$ cat src/rtl/systolic_pkg.sv
// Shared constants and state type for the systolic-array processing element.
package systolic_pkg;

  localparam int unsigned DATA_W = 8;
  localparam int unsigned PROD_W = 16;

  typedef enum logic [0:0] {
    StIdle = 1'b0,
    StAcc  = 1'b1
  } pe_state_e;

endpackage

$ cat src/rtl/multiplier_top8.sv
// Combinational 8x8 signed radix-4 Booth multiplier feeding the PE product register.
module multiplier_top8
  import systolic_pkg::*;
(
  input  logic [DATA_W-1:0] a_i,
  input  logic [DATA_W-1:0] b_i,
  output logic [PROD_W-1:0] prod_o
);

  logic signed [PROD_W-1:0] a_ext;
  logic signed [PROD_W-1:0] pp;
  logic signed [PROD_W-1:0] acc;
  logic        [DATA_W:0]   bx;

  assign a_ext = PROD_W'($signed(a_i));
  // Implicit zero below the LSB so the first Booth triple sees b[1:0] and a 0.
  assign bx    = {b_i, 1'b0};

  always_comb begin
    acc = '0;
    pp  = '0;
    for (int i = 0; i < DATA_W / 2; i++) begin
      case (bx[2*i +: 3])
        3'b001, 3'b010: pp = a_ext;
        3'b011:         pp = a_ext <<< 1;
        3'b100:         pp = -(a_ext <<< 1);
        3'b101, 3'b110: pp = -a_ext;
        default:        pp = '0;
      endcase
      acc = acc + (pp <<< (2 * i));
    end
  end

  assign prod_o = acc;

endmodule

$ cat src/rtl/systolic_mac_pe.sv
// Output-stationary systolic PE: operand forwarding, registered Booth product and
// per-tile signed accumulation with a one-cycle result pulse.
module systolic_mac_pe #(
  parameter int unsigned DATA_W = 8,
  parameter int unsigned ACC_W  = 32
) (
  input  logic              clk,
  input  logic              rst,
  input  logic              in_valid,
  input  logic              in_first,
  input  logic              in_last,
  input  logic [DATA_W-1:0] a_in,
  input  logic [DATA_W-1:0] b_in,
  output logic [DATA_W-1:0] a_out,
  output logic [DATA_W-1:0] b_out,
  output logic              fwd_valid,
  output logic              fwd_first,
  output logic              fwd_last,
  output logic              res_valid,
  output logic [ACC_W-1:0]  res_data,
  output logic              res_ovf,
  output logic              err_proto
);
  import systolic_pkg::*;

  // Stage 1: operand and flag capture, also the forwarding outputs.
  logic [DATA_W-1:0] a_q, b_q;
  logic              v1_q, f1_q, l1_q;

  always_ff @(posedge clk or posedge rst) begin
    if (rst) begin
      a_q  <= '0;
      b_q  <= '0;
      v1_q <= 1'b0;
      f1_q <= 1'b0;
      l1_q <= 1'b0;
    end else begin
      a_q  <= a_in;
      b_q  <= b_in;
      v1_q <= in_valid;
      f1_q <= in_first;
      l1_q <= in_last;
    end
  end

  assign a_out     = a_q;
  assign b_out     = b_q;
  assign fwd_valid = v1_q;
  assign fwd_first = f1_q;
  assign fwd_last  = l1_q;

  // Stage 2: product register.
  logic [PROD_W-1:0]        prod;
  logic signed [PROD_W-1:0] p_q;
  logic                     v2_q, f2_q, l2_q;

  multiplier_top8 u_mult (
    .a_i    (a_q),
    .b_i    (b_q),
    .prod_o (prod)
  );

  always_ff @(posedge clk or posedge rst) begin
    if (rst) begin
      p_q  <= '0;
      v2_q <= 1'b0;
      f2_q <= 1'b0;
      l2_q <= 1'b0;
    end else begin
      p_q  <= prod;
      v2_q <= v1_q;
      f2_q <= f1_q;
      l2_q <= l1_q;
    end
  end

  // Stage 3: tile accumulation FSM.
  pe_state_e               state_q, state_d;
  logic signed [ACC_W-1:0] acc_q, acc_d, p_ext, sum;
  logic                    ovf_q, ovf_d;
  logic [ACC_W-1:0]        res_data_q, res_data_d;
  logic                    res_ovf_q, res_ovf_d;
  logic                    res_valid_q, res_valid_d;
  logic                    err_q, err_d;
  logic                    take;

  assign p_ext = ACC_W'(p_q);
  assign sum   = acc_q + p_ext;

  always_comb begin
    state_d     = state_q;
    acc_d       = acc_q;
    ovf_d       = ovf_q;
    res_data_d  = res_data_q;
    res_ovf_d   = res_ovf_q;
    res_valid_d = 1'b0;
    err_d       = 1'b0;
    take        = 1'b0;
    if (v2_q) begin
      if (f2_q) begin
        // A first beat mid-tile abandons the partial sum and restarts.
        err_d = (state_q == StAcc);
        acc_d = p_ext;
        ovf_d = 1'b0;
        take  = 1'b1;
      end else if (state_q == StAcc) begin
        acc_d = sum;
        ovf_d = ovf_q | ((acc_q[ACC_W-1] == p_ext[ACC_W-1]) && (sum[ACC_W-1] != acc_q[ACC_W-1]));
        take  = 1'b1;
      end else begin
        err_d = 1'b1;
      end
      if (take) begin
        if (l2_q) begin
          res_data_d  = acc_d;
          res_ovf_d   = ovf_d;
          res_valid_d = 1'b1;
          state_d     = StIdle;
        end else begin
          state_d = StAcc;
        end
      end
    end
  end

  always_ff @(posedge clk or posedge rst) begin
    if (rst) begin
      state_q     <= StIdle;
      acc_q       <= '0;
      ovf_q       <= 1'b0;
      res_data_q  <= '0;
      res_ovf_q   <= 1'b0;
      res_valid_q <= 1'b0;
      err_q       <= 1'b0;
    end else begin
      state_q     <= state_d;
      acc_q       <= acc_d;
      ovf_q       <= ovf_d;
      res_data_q  <= res_data_d;
      res_ovf_q   <= res_ovf_d;
      res_valid_q <= res_valid_d;
      err_q       <= err_d;
    end
  end

  assign res_valid = res_valid_q;
  assign res_data  = res_data_q;
  assign res_ovf   = res_ovf_q;
  assign err_proto = err_q;

endmodule

$ cat config.mk
export PLATFORM = sky130hd
export DESIGN_NAME = systolic_mac_pe
export DESIGN_NICKNAME = d
export VERILOG_FILES = /design/src/rtl/systolic_pkg.sv /design/src/rtl/multiplier_top8.sv /design/src/rtl/systolic_mac_pe.sv
export SDC_FILE = /design/constraint.sdc
export NUM_CORES = 1
export LEC_CHECK = 0
export ABC_CLOCK_PERIOD_IN_PS = 8650
export BUFFER_PORTS_ARGS = -buffer_cell sky130_fd_sc_hd__buf_2
export CAP_MARGIN = 10
export CORE_AREA = 4 4 126 128
export CTS_CLUSTER_SIZE = 8
export DETAILED_ROUTE_END_ITERATION = 8
export DIE_AREA = 0 0 130 132
export PLACE_DENSITY = 0.79
export SKIP_LAST_GASP = 1
export SYNTH_ARGS = -nofsm -noshare
export SYNTH_HDL_FRONTEND = slang
export SYNTH_SLANG_ARGS = --single-unit
$ cat constraint.sdc
create_clock -name clk -period 8.65 [get_ports clk]
set_input_delay 1.73 -clock clk [delete_from_list [all_inputs] [get_ports clk]]
set_output_delay 1.73 -clock clk [all_outputs]
set_load 0.005 [all_outputs]
# --- Yosys cells after proc, flatten, opt, wreduce, memory -nomap -nowiden ---
# Cells that the tools add are included.
totals:
  register_bits: 107
  latchBits: 0
  ramBits: 0
  rom_bits: 0
  in_bits: 21
  out_inout_bits: 54
  memories: 0
classes:
  n_addsub: 6
  mul: 0
  n_div: 0
  n_lt_le_gt_ge: 0
  eq_ne: 23
  n_shift: 0
  mux: 18
  bitwise_logic: 1
  reduce_logical: 9
op_table:
  columns: ["operator", "count"]
  rows:
  - ["$mux W32", 2]
  - ["$pmux W14 S4", 1]
  - ["$add A16 B16 Y16", 3]
  - ["$pmux W12 S4", 1]
  - ["$pmux W16 S3", 1]
  - ["$pmux W10 S4", 1]
  - ["$add A32 B16 Y32", 1]
  - ["$eq A3 B3 Y1 const B", 9]
  - ["$eq A3 B2 Y1 const B", 6]
  - ["$neg A8 Y16", 1]
  - ["$neg A9 Y16", 1]
  - ["$mux W1", 12]
  - ["$reduce_or A2 Y1", 6]
  - ["$eq A3 B1 Y1 const B", 3]
  - ["$eq A2 B2 Y1 const B", 2]
  - ["$reduce_and A3 Y1", 1]
  - ["$eq A2 B1 Y1 const B", 1]
  - ["$reduce_and A2 Y1", 1]
  - ["$eq A1 B1 Y1", 1]
  - ["$logic_and A1 B1 Y1", 1]
  - ["$ne A1 B1 Y1", 1]
  - ["$or A1 B1 Y1", 1]

# --- Depth between registers and ports, before layout ---
# Gate-level depths: netlist (run 1).
logic_depth:
  word_depth: 6
  mapped_depth: 24
  depth_no_buf: 21

# --- By module ---
# From an unflattened synthesis (run 1), not the netlist that was laid out.
hier_totals:
  cells_unflattened: 1047
  area_unflattened_um2: 8662.1
modules_own_cells:
  columns: ["module", "instances", "cells_per_inst", "area_each_um2", "seq_area_each_um2"]
  rows:
  - ["systolic_mac_pe", 1, 626, 5869.4, 2677.6]
  - ["multiplier_top8", 1, 421, 2792.7, 0.0]

# --- Worst setup path before layout (run 1) ---
# No wires, ideal clock.
synth_timing:
  path_type: "register to register"
  from: "register a_q[0] (netlist: a_out[0])"
  to: "register p_q[15]"
  t_arrival_ps: 4949
  required_time_ps: 8525
  slack_ps: 3576
  path_stages_with_launch: 22
  n_path_buf: 3
  period_less_slack_ps: 5074
  cell_sequence: "dfrtp_1 > inv_1 > ha_1 > buf_4 > or3b_1 > buf_2 > or3_1 > buf_6 > xor2_1 > a221oi_1 > a21oi_1 > fa_1 > inv_1 > fa_1 > inv_1 > ha_1 > or2_2 > o311a_1 > o21a_1 > o21a_1 > o41a_1 > xnor2_1"
synth_between:
  elab_chain_len: 5
  elab_cells_between_ends: 9
synth_lines:
  columns: ["item", "line_no", "source"]
  rows:
  - ["from (decl)", "systolic_mac_pe.sv:27", "logic [DATA_W-1:0] a_q, b_q;"]
  - ["from (signal assigned)", "systolic_mac_pe.sv:38", "a_q <= a_in;"]
  - ["$neg A9 Y16 / $neg A8 Y16 (equally long branches)", "multiplier_top8.sv:26, multiplier_top8.sv:27", null]
  - ["$pmux W14 S4 / $pmux W16 S3 (equally long branches)", "multiplier_top8.sv:23", "case (bx[2*i +: 3])"]
  - ["$add A16 B16 Y16 (2 in a row)", "multiplier_top8.sv:30", "acc = acc + (pp <<< (2 * i));"]
  - ["$add A16 B16 Y16 (*)", "multiplier_top8.sv:30", null]
  - ["net prod[15]", "systolic_mac_pe.sv:53", "logic [PROD_W-1:0] prod;"]
  - ["to (signal assigned)", "systolic_mac_pe.sv:70", "p_q <= prod;"]
  - ["to (decl)", "systolic_mac_pe.sv:54", "logic signed [PROD_W-1:0] p_q;"]
# Mark *: on every way through the listed nets, which the timed path passes. The rest lies on a longest branch.
# A chain may end at the register's enable or synchronous reset.

# --- Worst setup path in the final report (run 1) ---
# Ends and elaborated chain as after synthesis.

==> results of run 1 <==
## cells by family after synthesis
kind of cell,share of synthesized area
and+or+nand+nor,0.1489
AOI/OAI and AO/OA,0.2496
buffers and inverters,0.06847
muxes,0.04420
adders and majority gates,0.1231
DFF,0.3091
xor gates and xnor gates,0.05662
## sequential cells by signal, indices dropped and copies added, names as in the netlist
register / flops
acc_q: 32
res_data: 32
p_q: 16
a_out: 8
b_out: 8
err_proto: 1
f2_q: 1
fwd_first: 1
fwd_last: 1
fwd_valid: 1
l2_q: 1
ovf_q: 1
res_ovf: 1
res_valid: 1
state_q: 1
v2_q: 1
## power by group
part | internal (mW) | leakage [nW] | switching [mW]
registers | 0.687 | 1.27 | 0.159
logic | 0.915 | 3.03 | 1.22
clock network | 0.210 | 0.153 | 0.224
## metal layers
metal  up-vias  part of all wire
met5         -                 0
met4         0             0.030
met3        55             0.056
met2       288              0.51
met1      3697              0.40
li1       3769                 -
## worst max-delay path, cell delays in order, from the launching register on
cell                       delay (ns)
sky130_fd_sc_hd__dfrtp_1         0.49
sky130_fd_sc_hd__inv_1           0.15
sky130_fd_sc_hd__ha_1            0.31
sky130_fd_sc_hd__or3b_1          0.49
sky130_fd_sc_hd__or3_1           0.51
sky130_fd_sc_hd__nor2_1          0.14
sky130_fd_sc_hd__nor2_1          0.12
sky130_fd_sc_hd__nand2_1         0.11
sky130_fd_sc_hd__o21ai_0         0.11
sky130_fd_sc_hd__a21o_1          0.23
sky130_fd_sc_hd__fa_1            0.47
sky130_fd_sc_hd__inv_1           0.05
sky130_fd_sc_hd__fa_1            0.52
sky130_fd_sc_hd__inv_1           0.04
sky130_fd_sc_hd__ha_1            0.31
sky130_fd_sc_hd__a21boi_0        0.16
sky130_fd_sc_hd__o311a_1         0.32
sky130_fd_sc_hd__o21a_1          0.19
sky130_fd_sc_hd__o21a_1          0.19
sky130_fd_sc_hd__o41a_1          0.32
sky130_fd_sc_hd__xnor2_1         0.14
## cell type report
class / instances / area (sq um) / area share
Inverter: 83 / 314.1 / 0.03351
Clock buffer: 9 / 225.2 / 0.02403
Tap cell: 188 / 235.2 / 0.02510
Multi-Input combinational cell: 797 / 5391 / 0.5753
Clock inverter: 7 / 88.84 / 0.009479
Sequential cell: 107 / 2679 / 0.2858
Timing Repair Buffer: 83 / 437.9 / 0.04673
## through the flow
step / utilization / area (sq um) / hold slack (ns) / power, mW
after floorplan: - / 8662 / 0.3757 / 2.474
after global placement: 0.6093 / 9057 / 0.3536 / 2.912
after detailed placement: 0.6093 / 9057 / 0.3588 / 2.957
after CTS: 0.6305 / 9371 / 0.3791 / 3.415
after global routing: 0.6305 / 9371 / 0.3955 / 3.749
final: 0.6305 / 9371 / 0.3766 / 3.414
## worst min path at each step
stage	slack (ns)	to	startpoint	cells past startpoint
after floorplan	0.38	f2_q$_DFF_PP0_	fwd_first$_DFF_PP0_	0
after detailed placement	0.36	f2_q$_DFF_PP0_	fwd_first$_DFF_PP0_	0
after global routing	0.40	f2_q$_DFF_PP0_	fwd_first$_DFF_PP0_	0
after global placement	0.35	l2_q$_DFF_PP0_	fwd_last$_DFF_PP0_	0
final	0.38	f2_q$_DFF_PP0_	fwd_first$_DFF_PP0_	0
after CTS	0.38	l2_q$_DFF_PP0_	fwd_last$_DFF_PP0_	0
## synthesized netlist by cell type (7+ instances only)
cell type,instances,share of area
sky130_fd_sc_hd__a31oi_1,21,0.015
sky130_fd_sc_hd__nor3_1,16,0.0092
sky130_fd_sc_hd__nor2b_1,10,0.0072
sky130_fd_sc_hd__a22oi_1,7,0.0061
sky130_fd_sc_hd__nand2_1,114,0.049
sky130_fd_sc_hd__o211ai_1,8,0.0069
sky130_fd_sc_hd__xnor2_1,39,0.039
sky130_fd_sc_hd__o21ai_0,97,0.056
sky130_fd_sc_hd__dfrtp_1,107,0.31
sky130_fd_sc_hd__o21bai_1,9,0.0078
sky130_fd_sc_hd__nand4_1,12,0.0087
sky130_fd_sc_hd__a21o_1,29,0.025
sky130_fd_sc_hd__o22ai_1,11,0.0079
sky130_fd_sc_hd__clkbuf_1,58,0.025
sky130_fd_sc_hd__ha_1,50,0.072
sky130_fd_sc_hd__a211oi_1,8,0.0069
sky130_fd_sc_hd__inv_1,81,0.035
sky130_fd_sc_hd__nand3_1,12,0.0069
sky130_fd_sc_hd__nor2_1,92,0.040
sky130_fd_sc_hd__a21boi_0,7,0.0061
sky130_fd_sc_hd__mux2i_1,27,0.031
sky130_fd_sc_hd__buf_1,8,0.0035
sky130_fd_sc_hd__a221oi_1,7,0.0071
sky130_fd_sc_hd__a21oi_1,84,0.049
sky130_fd_sc_hd__xor2_1,17,0.017
sky130_fd_sc_hd__nand2b_1,9,0.0065
sky130_fd_sc_hd__or3_1,7,0.0051
sky130_fd_sc_hd__fa_1,22,0.051
sky130_fd_sc_hd__mux2_2,8,0.010
==> report_table.html, run 1 <==
<table>
<tr><th>Metric</th><th>Value</th></tr>
<tr><th colspan="2">Floorplanning</th></tr>
<tr><td>Die Y-Extent</td><td>132 microns</td></tr>
<tr><td>Top-level I/O count</td><td>75</td></tr>
<tr><td>Area of the die</td><td>17160 sq um</td></tr>
<tr><td>Effective utilization at floorplan</td><td>0.5827</td></tr>
<tr><td>Floorplan core area</td><td>14860 sq um</td></tr>
<tr><td>Die boundary width</td><td>130 microns</td></tr>
<tr><td>Site row count</td><td>45</td></tr>
<tr><th colspan="2">Route</th></tr>
<tr><td>Number of routed nets with antenna violations</td><td>0</td></tr>
<tr><td>DR pass1 iterations</td><td>5</td></tr>
<tr><td>Avg WL per Cell</td><td>17.23 microns</td></tr>
<tr><td>Via-to-Cell Ratio</td><td>6.130</td></tr>
<tr><td>Aggregate routed wire length</td><td>21.95 mm</td></tr>
<tr><td>Vias after detailed routing</td><td>7809</td></tr>
<tr><td>Count of routing violations after the opening detailed-route iteration</td><td>457</td></tr>
<tr><td>Post-detailed-route DRC marker count</td><td>0</td></tr>
<tr><th colspan="2">Worst setup path</th></tr>
<tr><td>Maximum net fanout on the critical path</td><td>9</td></tr>
<tr><td>Crit Path Class</td><td>flop to flop</td></tr>
<tr><td>Capturing instance or port of the critical path</td><td>p_q[15]$_DFF_PP0_</td></tr>
<tr><td>Data arrival, critical path</td><td>5.76 ns</td></tr>
<tr><td>Reg-to-reg critical path endpoint</td><td>p_q[15]$_DFF_PP0_</td></tr>
<tr><td>Source of the worst register-to-register timing path</td><td>a_out[0]$_DFF_PP0_</td></tr>
<tr><td>Register-to-register setup slack</td><td>3.13 ns</td></tr>
<tr><td>Worst EP required</td><td>8.89 ns</td></tr>
<tr><td>Critical path startpoint</td><td>a_out[0]$_DFF_PP0_</td></tr>
<tr><td>Startpoint types</td><td>flop</td></tr>
<tr><td>R2R depth</td><td>20</td></tr>
<tr><td>Kind of capture point of the worst setup path</td><td>flop</td></tr>
<tr><th colspan="2">Final layout</th></tr>
<tr><td>Number of diodes</td><td>0</td></tr>
<tr><td>Final net count</td><td>1174</td></tr>
<tr><td>Number of fillers in the final layout</td><td>1335</td></tr>
<tr><td>Most used cells in the layout excluding fill and tap cells</td><td>114 x sky130_fd_sc_hd__nand2_1, 106 x sky130_fd_sc_hd__dfrtp_1, 97 x sky130_fd_sc_hd__o21ai_0</td></tr>
<tr><td>Finished Layout Cells</td><td>1274</td></tr>
<tr><td>Most common cell after layout, fill and taps aside</td><td>sky130_fd_sc_hd__nand2_1</td></tr>
<tr><td>Area growth, synth to finish</td><td>8.190%</td></tr>
<tr><td>Share of cells above drive strength 1</td><td>0.1123</td></tr>
<tr><th colspan="2">Synth</th></tr>
<tr><td>Number of nets produced by synthesis</td><td>1151</td></tr>
<tr><td>Number of synthesized flops with an enable pin</td><td>0</td></tr>
<tr><td>Number of storage elements in the synthesis netlist</td><td>107</td></tr>
<tr><td>Async S/R FF share, synth</td><td>1.000</td></tr>
<tr><td>Post-synth cell types</td><td>66</td></tr>
<tr><td>Area of the mapped netlist</td><td>8662 sq um</td></tr>
<tr><td>Post-Synthesis Cells</td><td>1058</td></tr>
<tr><td>Mapped Avg Cell Area</td><td>8.187 sq um</td></tr>
<tr><td>Count of warnings emitted by yosys</td><td>0</td></tr>
<tr><td>Top flip-flop cell by instance count after synthesis</td><td>sky130_fd_sc_hd__dfrtp_1</td></tr>
<tr><td>Register area share after synthesis</td><td>0.3091</td></tr>
<tr><th colspan="2">Clock network</th></tr>
<tr><td>Clock buffer count from CTS</td><td>9</td></tr>
<tr><td>Deepest level of the CTS H-tree</td><td>3</td></tr>
<tr><td>Buffer cell driving the clock tree root</td><td>sky130_fd_sc_hd__clkbuf_16</td></tr>
<tr><td>Worst-skew pair later-pin latency</td><td>0.38 ns</td></tr>
<tr><td>Buffer count from post-CTS setup fixing</td><td>0</td></tr>
<tr><td>CTS tree</td><td>yes</td></tr>
<tr><td>CTS sink cnt</td><td>107</td></tr>
<tr><td>Hold bufs inserted after CTS</td><td>0</td></tr>
<tr><td>Resized Gates After CTS</td><td>0</td></tr>
<tr><td>Maximum clock path buffer count</td><td>2</td></tr>
<tr><td>Clock transition at the registers of the reported paths</td><td>0.09 ns</td></tr>
<tr><th colspan="2">Global route</th></tr>
<tr><td>Routing usage on met3</td><td>0.04214</td></tr>
<tr><td>Residual overflow from global routing</td><td>0</td></tr>
<tr><td>Via count of the first global-routing pass</td><td>7778</td></tr>
<tr><td>Initial antenna violation count</td><td>0</td></tr>
<tr><td>Overall Global Routing Usage</td><td>0.2649</td></tr>
<tr><td>Most crowded layer after global routing</td><td>met2</td></tr>
<tr><td>Global-route wire length before repair</td><td>37.06 mm</td></tr>
<tr><td>Maximum number of pins on one net before global-route repair</td><td>57</td></tr>
<tr><td>Grt met2 use</td><td>0.4745</td></tr>
<tr><td>GRT met1 Usage</td><td>0.3169</td></tr>
<tr><th colspan="2">Timing</th></tr>
<tr><td>Layout Skew</td><td>0.01776 ns</td></tr>
<tr><td>Post-route fraction of the period consumed by the critical path</td><td>0.6383</td></tr>
<tr><td>Number of hold violations in the final report</td><td>0</td></tr>
<tr><td>Post-layout min period</td><td>5.521 ns</td></tr>
<tr><td>Max-Slew Margin vs Limit</td><td>0.3223</td></tr>
<tr><td>Sum of negative setup slack</td><td>0 ns</td></tr>
<tr><td>Final slew viol count</td><td>0</td></tr>
<tr><td>Worst Setup Slack, final</td><td>3.129 ns</td></tr>
<tr><td>Fmax</td><td>0.1811 GHz</td></tr>
<tr><td>Final number of setup-violating endpoints</td><td>0</td></tr>
<tr><td>Worst Max-Slew Pin Slew</td><td>1.017 ns</td></tr>
<tr><td>Unrepaired setup endpoints after global routing</td><td>no</td></tr>
<tr><th colspan="2">Status</th></tr>
<tr><td>Result of the run</td><td>complete, no violations</td></tr>
<tr><th colspan="2">Placed design</th></tr>
<tr><td>IO buf count</td><td>74</td></tr>
<tr><td>Number of instances in the placed design</td><td>1258</td></tr>
<tr><td>Detailed-placement wirelength estimate</td><td>15.77 mm</td></tr>
<tr><td>Post-Place Worst Slack</td><td>3.159 ns</td></tr>
<tr><td>Final weighted congestion in routability-driven placement</td><td>0.9157</td></tr>
<tr><th colspan="2">Power</th></tr>
<tr><td>Total leakage power</td><td>4.452 nW</td></tr>
<tr><td>Worst IR Drop VDD</td><td>0.0001935 V</td></tr>
<tr><td>Total power per unit cell area</td><td>364.3 nW/um^2</td></tr>
<tr><th colspan="2">Flow run</th></tr>
<tr><td>Count of maximum capacitance violations</td><td>0</td></tr>
<tr><th colspan="2">Worst hold path</th></tr>
<tr><td>Hold/Removal Path Class</td><td>flop to flop</td></tr>
</table>
No activity file was read; power rests on OpenSTA's default activity.
==> run 2: changes to the inputs <==
--- a/config.mk
+++ b/config.mk
@@ -5,14 +5,14 @@
 export SDC_FILE = /design/constraint.sdc
 export NUM_CORES = 1
 export LEC_CHECK = 0
-export ABC_CLOCK_PERIOD_IN_PS = 8650
+export ABC_CLOCK_PERIOD_IN_PS = 4800
 export BUFFER_PORTS_ARGS = -buffer_cell sky130_fd_sc_hd__buf_2
 export CAP_MARGIN = 10
-export CORE_AREA = 4 4 126 128
+export CORE_AREA = 4 4 131 133
 export CTS_CLUSTER_SIZE = 8
 export DETAILED_ROUTE_END_ITERATION = 8
-export DIE_AREA = 0 0 130 132
-export PLACE_DENSITY = 0.79
+export DIE_AREA = 0 0 135 137
+export PLACE_DENSITY = 0.76
 export SKIP_LAST_GASP = 1
 export SYNTH_ARGS = -nofsm -noshare
 export SYNTH_HDL_FRONTEND = slang
==> constraint.sdc (replaced) <==
create_clock -name clk -period 4.8 [get_ports clk]
set_input_delay 0.96 -clock clk [delete_from_list [all_inputs] [get_ports clk]]
set_output_delay 0.96 -clock clk [all_outputs]
set_load 0.005 [all_outputs]
==> run 2 against run 1 <==
The flow now finishes with violations (negative setup slack). Combinational power increased by 93%. Sequential power increased by 79%. Critical endpoint unchanged. Global-route usage decreased by 0.62 points. First-iteration DRC count increased by 1.3%. Worst setup slack got worse by 3.2 ns.
==> report_table.html, run 2 (synthesis gave the netlist of run 1 again) <==
<table>
<tr><th>Metric</th><th>Value</th></tr>
<tr><th colspan="2">Status</th></tr>
<tr><td>Result of the run</td><td>finished with violations</td></tr>
<tr><td>Violated checks</td><td>negative setup slack</td></tr>
<tr><th colspan="2">Global route</th></tr>
<tr><td>Maximum number of pins on one net before global-route repair</td><td>53</td></tr>
<tr><td>Via count of the first global-routing pass</td><td>7862</td></tr>
<tr><td>Global-route wire length before repair</td><td>38.43 mm</td></tr>
<tr><td>Residual overflow from global routing</td><td>0</td></tr>
<tr><td>Initial antenna violation count</td><td>0</td></tr>
<tr><td>Overall Global Routing Usage</td><td>0.2586</td></tr>
<tr><th colspan="2">Power</th></tr>
<tr><td>Total power per unit cell area</td><td>633.4 nW/um^2</td></tr>
<tr><td>Worst IR Drop VDD</td><td>0.0003451 V</td></tr>
<tr><td>Cell-internal power</td><td>3.438 mW</td></tr>
<tr><td>Combinational group share of total power</td><td>0.646</td></tr>
<tr><td>Part of the total power dissipated in sequential elements</td><td>0.238</td></tr>
<tr><td>Proportion of power drawn by the clock network</td><td>0.117</td></tr>
<tr><td>Power spent charging and discharging nets</td><td>2.932 mW</td></tr>
<tr><td>Sw Ratio</td><td>0.4602</td></tr>
<tr><td>Total leakage power</td><td>4.785 nW</td></tr>
<tr><th colspan="2">Final layout</th></tr>
<tr><td>Fin util</td><td>0.6354</td></tr>
<tr><td>Most used cells in the layout excluding fill and tap cells</td><td>112 x sky130_fd_sc_hd__nand2_1, 104 x sky130_fd_sc_hd__dfrtp_1, 91 x sky130_fd_sc_hd__o21ai_0</td></tr>
<tr><td>Finished Layout Cells</td><td>1362</td></tr>
<tr><td>Area growth, synth to finish</td><td>16.11%</td></tr>
<tr><td>Share of cells above drive strength 1</td><td>0.1867</td></tr>
<tr><td>Final net count</td><td>1234</td></tr>
<tr><td>Post-route cell area</td><td>10060 sq um</td></tr>
<tr><td>Number of diodes</td><td>0</td></tr>
<tr><td>Most common cell after layout, fill and taps aside</td><td>sky130_fd_sc_hd__nand2_1</td></tr>
<tr><th colspan="2">Route</th></tr>
<tr><td>Post-detailed-route DRC marker count</td><td>0</td></tr>
<tr><td>Count of routing violations after the opening detailed-route iteration</td><td>463</td></tr>
<tr><td>Via-to-Cell Ratio</td><td>5.852</td></tr>
<tr><td>Avg WL per Cell</td><td>17.15 microns</td></tr>
<tr><td>Number of routed nets with antenna violations</td><td>0</td></tr>
<tr><td>DR pass1 iterations</td><td>5</td></tr>
<tr><td>Vias after detailed routing</td><td>7971</td></tr>
<tr><td>Aggregate routed wire length</td><td>23.35 mm</td></tr>
<tr><th colspan="2">Worst setup path</th></tr>
<tr><td>Worst stage delay on the critical path</td><td>0.55 ns</td></tr>
<tr><td>Startpoint types</td><td>flop</td></tr>
<tr><td>Chain of cells forming the critical path</td><td>inv_2 -&gt; ha_4 -&gt; or3b_4 -&gt; or3_4 -&gt; xor2_4 -&gt; mux2i_1 -&gt; o21bai_1 -&gt; fa_1 -&gt; inv_1 -&gt; fa_1 -&gt; inv_1 -&gt; ha_4 -&gt; nand2b_4 -&gt; a21boi_4 -&gt; o311a_1 -&gt; o21a_1 -&gt; o21a_1 -&gt; o41a_1 -&gt; xnor2_1</td></tr>
<tr><td>Standard cell with the maximum stage delay on the critical path</td><td>sky130_fd_sc_hd__fa_1</td></tr>
<tr><td>Source of the worst register-to-register timing path</td><td>a_out[1]$_DFF_PP0_</td></tr>
<tr><td>Data arrival, critical path</td><td>5.07 ns</td></tr>
<tr><td>Crit Path Class</td><td>flop to flop</td></tr>
<tr><td>Kind of capture point of the worst setup path</td><td>flop</td></tr>
<tr><td>Worst EP required</td><td>5.04 ns</td></tr>
<tr><td>Maximum net fanout on the critical path</td><td>8</td></tr>
<tr><td>Critical path startpoint</td><td>a_out[1]$_DFF_PP0_</td></tr>
<tr><td>Register-to-register setup slack</td><td>-0.03 ns</td></tr>
<tr><th colspan="2">Clock network</th></tr>
<tr><td>Deepest level of the CTS H-tree</td><td>3</td></tr>
<tr><td>CTS tree</td><td>yes</td></tr>
<tr><td>Maximum clock path buffer count</td><td>2</td></tr>
<tr><td>CTS sink cnt</td><td>107</td></tr>
<tr><td>Buffer cell driving the clock tree root</td><td>sky130_fd_sc_hd__clkbuf_16</td></tr>
<tr><td>Clock transition at the registers of the reported paths</td><td>0.08 ns</td></tr>
<tr><td>Worst-skew pair later-pin latency</td><td>0.36 ns</td></tr>
<tr><td>Clock buffer count from CTS</td><td>9</td></tr>
<tr><th colspan="2">Timing</th></tr>
<tr><td>Layout Skew</td><td>0.007818 ns</td></tr>
<tr><td>Post-layout min period</td><td>4.834 ns</td></tr>
<tr><td>Max-Slew Margin vs Limit</td><td>0.3235</td></tr>
<tr><td>Worst Setup Slack, final</td><td>-0.03409 ns</td></tr>
<tr><td>Final number of setup-violating endpoints</td><td>1</td></tr>
<tr><td>Worst Max-Slew Pin Slew</td><td>1.015 ns</td></tr>
<tr><td>Number of hold violations in the final report</td><td>0</td></tr>
<tr><td>Unrepaired setup endpoints after global routing</td><td>yes</td></tr>
<tr><td>Post-route fraction of the period consumed by the critical path</td><td>1.007</td></tr>
<tr><td>Final slew viol count</td><td>0</td></tr>
<tr><td>Fmax</td><td>0.2069 GHz</td></tr>
<tr><th colspan="2">Floorplanning</th></tr>
<tr><td>Floorplan core area</td><td>15830 sq um</td></tr>
<tr><td>Site row count</td><td>46</td></tr>
<tr><td>Die Y-Extent</td><td>137 microns</td></tr>
<tr><td>Effective utilization at floorplan</td><td>0.5473</td></tr>
<tr><td>Top-level I/O count</td><td>75</td></tr>
<tr><td>Area of the die</td><td>18500 sq um</td></tr>
<tr><td>Die boundary width</td><td>135 microns</td></tr>
<tr><th colspan="2">Placed design</th></tr>
<tr><td>Final weighted congestion in routability-driven placement</td><td>0.9212</td></tr>
<tr><td>Number of instances in the placed design</td><td>1341</td></tr>
<tr><td>DP Area</td><td>9567 sq um</td></tr>
<tr><td>Detailed-placement wirelength estimate</td><td>17.30 mm</td></tr>
<tr><td>IO buf count</td><td>74</td></tr>
<tr><td>Post-Place Worst Slack</td><td>-0.1168 ns</td></tr>
<tr><th colspan="2">Worst hold path</th></tr>
<tr><td>Critical hold path startpoint</td><td>fwd_valid$_DFF_PP0_</td></tr>
<tr><td>Hold/Removal Path Class</td><td>flop to flop</td></tr>
<tr><th colspan="2">Flow run</th></tr>
<tr><td>Count of maximum capacitance violations</td><td>0</td></tr>
</table>
-- run 2: cell count changes in the layout (fill, tap and decap cells not counted), moves of 4 or more --
| cell | previous run | this run |
|---|---|---|
| sky130_fd_sc_hd__o21ai_0 | 97 | 91 |
| sky130_fd_sc_hd__buf_4 | 9 | 68 |
| sky130_fd_sc_hd__o21ai_1 | 0 | 4 |
| sky130_fd_sc_hd__inv_2 | 0 | 4 |
| sky130_fd_sc_hd__inv_1 | 80 | 76 |
| sky130_fd_sc_hd__ha_4 | 0 | 6 |
| sky130_fd_sc_hd__ha_1 | 50 | 44 |
-- run 2: path summary, 6_finish.rpt --
check,end,depth (start not counted)
worst max-delay path,p_q[15]$_DFF_PP0_,19
worst min-delay path,v2_q$_DFF_PP0_,0
worst max register to register,p_q[15]$_DFF_PP0_,19
worst min register to register,v2_q$_DFF_PP0_,0
max in group asynchronous,res_data[22]$_DFFE_PP0P_,3
min in group asynchronous,a_out[3]$_DFF_PP0_,2
-- run 2: power by group through the flow --
stage	registers (mW)	clock network, mW	logic [mW]
2_1_floorplan	1.46	0	3.03
3_3_place_gp	1.52	0	3.93
3_5_place_dp	1.53	0	4.00
4_1_cts	1.51	0.755	4.04
5_1_grt	1.56	0.799	4.62
6_report	1.51	0.743	4.11
-- run 2: metal layers --
layer,up-vias,GRT usage,share of wire
met4,0,0.1193,0.043
li1,3897,-,-
met1,3801,0.3037,0.41
met2,205,0.4658,0.51
met3,68,0.03971,0.043
met5,-,0,0
-- run 2: area by class of cell --
type                       instances  area (sq um)
fill                            1402          5771
multi-input combinational        797          5613
sequential                       107          2681
timing repair buffer             143         892.1
inverter                          83         314.1
tap                              216         270.3
clock buffer                      11         242.7
clock inverter                     5         43.79
-- run 2: timing repair --
action	CTS	global route
gates cloned	0	0
hold buffers	0	0
setup endpoints to repair	4	4
gates resized for setup	9	31
pin swaps	3	18
buffers inserted	3	3
-- run 2: through the flow --
| step | total power [mW] | setup TNS (ns) | hold WS (ns) |
|---|---|---|---|
| after global placement | 5.443 | -0.08375 | 0.3618 |
| after floorplan | 4.489 | -0.1849 | 0.3757 |
| after global routing | 6.979 | -0.2891 | 0.3968 |
| after CTS | 6.309 | -0.03436 | 0.3809 |
| final | 6.370 | -0.03409 | 0.3805 |
| after detailed placement | 5.524 | -0.2653 | 0.3636 |
-- run 2: critical path: cells and delay by family, from the launching register on --
| kind | cells | cell delay (ns) |
|---|---|---|
| AO/OA/AOI/OAI | 6 | 1.24 |
| XOR/XNOR | 2 | 0.32 |
| adder cells (fa/ha/maj) | 4 | 1.47 |
| buffers and inverters | 3 | 0.22 |
| flip-flops | 1 | 0.42 |
| multiplexers | 1 | 0.14 |
| AND/OR/NAND/NOR | 3 | 0.89 |
==> run 3: changes to the inputs <==
--- a/config.mk
+++ b/config.mk
@@ -8,11 +8,12 @@
 export ABC_CLOCK_PERIOD_IN_PS = 4800
 export BUFFER_PORTS_ARGS = -buffer_cell sky130_fd_sc_hd__buf_2
 export CAP_MARGIN = 10
-export CORE_AREA = 4 4 131 133
+export CORE_AREA = 4 4 129 131
+export CTS_BUF_LIST = sky130_fd_sc_hd__clkbuf_4 sky130_fd_sc_hd__clkbuf_8
 export CTS_CLUSTER_SIZE = 8
 export DETAILED_ROUTE_END_ITERATION = 8
-export DIE_AREA = 0 0 135 137
-export PLACE_DENSITY = 0.76
+export DIE_AREA = 0 0 133 135
+export PLACE_DENSITY = 0.78
 export SKIP_LAST_GASP = 1
 export SYNTH_ARGS = -nofsm -noshare
 export SYNTH_HDL_FRONTEND = slang
==> run 3 against run 2 <==
The run now ends clean. Via count up 1.2%. Sequential power about the same. Die area is 2.9% lower. Count of clock-buffer cells in the layout fell by 2.
==> report_table.html, run 3 (synthesis gave the netlist of run 1 again) <==
<table>
<tr><th>Metric</th><th>Value</th></tr>
<tr><th colspan="2">Final layout</th></tr>
<tr><td>Number of diodes</td><td>0</td></tr>
<tr><td>Most common cell after layout, fill and taps aside</td><td>sky130_fd_sc_hd__nand2_1</td></tr>
<tr><td>Final net count</td><td>1234</td></tr>
<tr><td>FF/Latch Area</td><td>2681 sq um</td></tr>
<tr><td>Area of the multi-input gates</td><td>5559 sq um</td></tr>
<tr><td>Area growth, synth to finish</td><td>14.83%</td></tr>
<tr><td>Number of fillers in the final layout</td><td>1382</td></tr>
<tr><td>Finished Layout Cells</td><td>1362</td></tr>
<tr><td>Share of cells above drive strength 1</td><td>0.1841</td></tr>
<tr><td>Most used cells in the layout excluding fill and tap cells</td><td>112 x sky130_fd_sc_hd__nand2_1, 104 x sky130_fd_sc_hd__dfrtp_1, 90 x sky130_fd_sc_hd__o21ai_0</td></tr>
<tr><td>Fin util</td><td>0.6377</td></tr>
<tr><th colspan="2">Route</th></tr>
<tr><td>Vias after detailed routing</td><td>8066</td></tr>
<tr><td>Number of routed nets with antenna violations</td><td>0</td></tr>
<tr><td>Aggregate routed wire length</td><td>23.13 mm</td></tr>
<tr><td>Avg WL per Cell</td><td>16.98 microns</td></tr>
<tr><td>Count of routing violations after the opening detailed-route iteration</td><td>373</td></tr>
<tr><td>Post-detailed-route DRC marker count</td><td>0</td></tr>
<tr><td>DR pass1 iterations</td><td>5</td></tr>
<tr><td>Via-to-Cell Ratio</td><td>5.922</td></tr>
<tr><th colspan="2">Timing</th></tr>
<tr><td>Post-route fraction of the period consumed by the critical path</td><td>0.9913</td></tr>
<tr><td>Max-Slew Margin vs Limit</td><td>0.3307</td></tr>
<tr><td>Post-layout min period</td><td>4.758 ns</td></tr>
<tr><td>Number of hold violations in the final report</td><td>0</td></tr>
<tr><td>Fmax</td><td>0.2102 GHz</td></tr>
<tr><td>Worst Setup Slack, final</td><td>0.04195 ns</td></tr>
<tr><td>Worst Max-Slew Pin Slew</td><td>1.000 ns</td></tr>
<tr><td>Final slew viol count</td><td>0</td></tr>
<tr><td>Final number of setup-violating endpoints</td><td>0</td></tr>
<tr><td>Min Hold Slack</td><td>0.3830 ns</td></tr>
<tr><td>Unrepaired setup endpoints after global routing</td><td>yes</td></tr>
<tr><td>Layout Skew</td><td>0.01810 ns</td></tr>
<tr><th colspan="2">Floorplanning</th></tr>
<tr><td>Die boundary width</td><td>133 microns</td></tr>
<tr><td>Area of the die</td><td>17960 sq um</td></tr>
<tr><td>Floorplan core area</td><td>15600 sq um</td></tr>
<tr><td>Site row count</td><td>46</td></tr>
<tr><td>Die Y-Extent</td><td>135 microns</td></tr>
<tr><td>Top-level I/O count</td><td>75</td></tr>
<tr><td>Effective utilization at floorplan</td><td>0.5554</td></tr>
<tr><th colspan="2">Clock network</th></tr>
<tr><td>Maximum clock path buffer count</td><td>2</td></tr>
<tr><td>Buffer cell driving the clock tree root</td><td>sky130_fd_sc_hd__clkbuf_8</td></tr>
<tr><td>Clock transition at the registers of the reported paths</td><td>0.12 ns</td></tr>
<tr><td>Worst-skew pair later-pin latency</td><td>0.40 ns</td></tr>
<tr><td>CTS sink cnt</td><td>107</td></tr>
<tr><td>CTS tree</td><td>yes</td></tr>
<tr><td>Clock buffer count from CTS</td><td>9</td></tr>
<tr><td>Deepest level of the CTS H-tree</td><td>3</td></tr>
<tr><th colspan="2">Power</th></tr>
<tr><td>Worst IR Drop VDD</td><td>0.0002982 V</td></tr>
<tr><td>Total leakage power</td><td>4.736 nW</td></tr>
<tr><td>Total power per unit cell area</td><td>622.6 nW/um^2</td></tr>
<tr><td>Overall Power</td><td>6.193 mW</td></tr>
<tr><th colspan="2">Worst setup path</th></tr>
<tr><td>Standard cell with the maximum stage delay on the critical path</td><td>sky130_fd_sc_hd__fa_1</td></tr>
<tr><td>Crit Path Class</td><td>flop to flop</td></tr>
<tr><td>Data arrival, critical path</td><td>5.04 ns</td></tr>
<tr><td>Kind of capture point of the worst setup path</td><td>flop</td></tr>
<tr><td>Worst EP required</td><td>5.08 ns</td></tr>
<tr><td>Critical path's top delay family</td><td>compound AO/OA/AOI/OAI gates</td></tr>
<tr><td>Critical path buffers and inverters</td><td>2</td></tr>
<tr><td>Startpoint types</td><td>flop</td></tr>
<tr><td>Chain of cells forming the critical path</td><td>inv_2 -&gt; ha_4 -&gt; or3b_4 -&gt; or3_4 -&gt; buf_8 -&gt; nand3b_1 -&gt; o21ai_0 -&gt; a32o_2 -&gt; fa_1 -&gt; fa_1 -&gt; ha_4 -&gt; a21oi_4 -&gt; nand2b_1 -&gt; a21boi_1 -&gt; o311a_1 -&gt; o21a_1 -&gt; o21a_1 -&gt; o41a_1 -&gt; xnor2_1</td></tr>
<tr><td>Worst stage delay on the critical path</td><td>0.59 ns</td></tr>
<tr><td>Maximum net fanout on the critical path</td><td>7</td></tr>
<tr><th colspan="2">Placed design</th></tr>
<tr><td>Post-Place Worst Slack</td><td>-0.07673 ns</td></tr>
<tr><td>Number of instances in the placed design</td><td>1345</td></tr>
<tr><td>Detailed-placement wirelength estimate</td><td>17.18 mm</td></tr>
<tr><td>IO buf count</td><td>74</td></tr>
<tr><td>Final weighted congestion in routability-driven placement</td><td>0.9527</td></tr>
<tr><th colspan="2">Global route</th></tr>
<tr><td>Global-route wire length before repair</td><td>38.34 mm</td></tr>
<tr><td>Via count of the first global-routing pass</td><td>7851</td></tr>
<tr><td>Maximum number of pins on one net before global-route repair</td><td>70</td></tr>
<tr><td>Residual overflow from global routing</td><td>0</td></tr>
<tr><td>Overall Global Routing Usage</td><td>0.2630</td></tr>
<tr><td>Initial antenna violation count</td><td>0</td></tr>
<tr><th colspan="2">Worst hold path</th></tr>
<tr><td>Hold/Removal Path Class</td><td>flop to flop</td></tr>
<tr><th colspan="2">Flow run</th></tr>
<tr><td>Count of maximum capacitance violations</td><td>0</td></tr>
<tr><th colspan="2">Status</th></tr>
<tr><td>Result of the run</td><td>complete, no violations</td></tr>
</table>
run 3: layer usage:
layer / routed length [microns] / up-vias / part of all wire / track usage
met3: 1058 / 48 / 0.046 / 0.04769
met4: 735 / 0 / 0.032 / 0.1010
met2: 12090 / 250 / 0.52 / 0.4884
met5: 0 / - / 0 / 0
li1: - / 3886 / - / -
met1: 9243 / 3882 / 0.40 / 0.3000
run 3: final cells by class:
type,count,share of cell area
Clock buffer,9,0.01245
Clock inverter,7,0.009057
Inverter,83,0.03157
Multi-Input combinational cell,797,0.5589
Sequential cell,107,0.2696
Tap cell,216,0.02717
Timing Repair Buffer,143,0.09132
run 3: worst paths after layout:
kind | from | endpoint | slack [ns] | cells past startpoint
hold / removal | fwd_last$_DFF_PP0_ | l2_q$_DFF_PP0_ | 0.38 | 0
min in group asynchronous | rst | a_out[1]$_DFF_PP0_ | 0.74 | 2
setup reg to reg | a_out[1]$_DFF_PP0_ | p_q[15]$_DFF_PP0_ | 0.04 | 19
max in group asynchronous | rst | acc_q[25]$_DFFE_PP0P_ | 3.05 | 3
setup / recovery | a_out[1]$_DFF_PP0_ | p_q[15]$_DFF_PP0_ | 0.04 | 19
hold reg to reg | fwd_last$_DFF_PP0_ | l2_q$_DFF_PP0_ | 0.38 | 0
run 3: stage by stage:
stage	TNS, ns	area, sq um
2_1_floorplan	-0.1849	8733
3_3_place_gp	-0.01497	9609
3_5_place_dp	-0.07915	9609
4_1_cts	0	9847
5_1_grt	-0.1453	9947
6_report	0	9947
run 3: worst register-to-register path, stage by stage (launching register included):
cell and delay [ns]:
sky130_fd_sc_hd__dfrtp_2 0.44, sky130_fd_sc_hd__inv_2 0.08, sky130_fd_sc_hd__ha_4 0.12, sky130_fd_sc_hd__or3b_4 0.38, sky130_fd_sc_hd__or3_4 0.34, sky130_fd_sc_hd__buf_8 0.15
sky130_fd_sc_hd__nand3b_1 0.08, sky130_fd_sc_hd__o21ai_0 0.08, sky130_fd_sc_hd__a32o_2 0.24, sky130_fd_sc_hd__fa_1 0.47, sky130_fd_sc_hd__fa_1 0.59, sky130_fd_sc_hd__ha_4 0.22
sky130_fd_sc_hd__a21oi_4 0.12, sky130_fd_sc_hd__nand2b_1 0.12, sky130_fd_sc_hd__a21boi_1 0.08, sky130_fd_sc_hd__o311a_1 0.31, sky130_fd_sc_hd__o21a_1 0.19, sky130_fd_sc_hd__o21a_1 0.18
sky130_fd_sc_hd__o41a_1 0.32, sky130_fd_sc_hd__xnor2_1 0.13
run 3: report_power, final:
group / switching, mW / internal (mW) / total, mW
sequential: 0.274 / 1.24 / 1.51
clock: 0.358 / 0.257 / 0.615
combinational: 2.28 / 1.79 / 4.07
run 3: what timing repair did:
action	4_1_cts	5_1_grt
buffers inserted	0	1
resized for setup	6	27
setup endpoints to repair	4	4
hold buffers	0	0
pin swaps	5	9
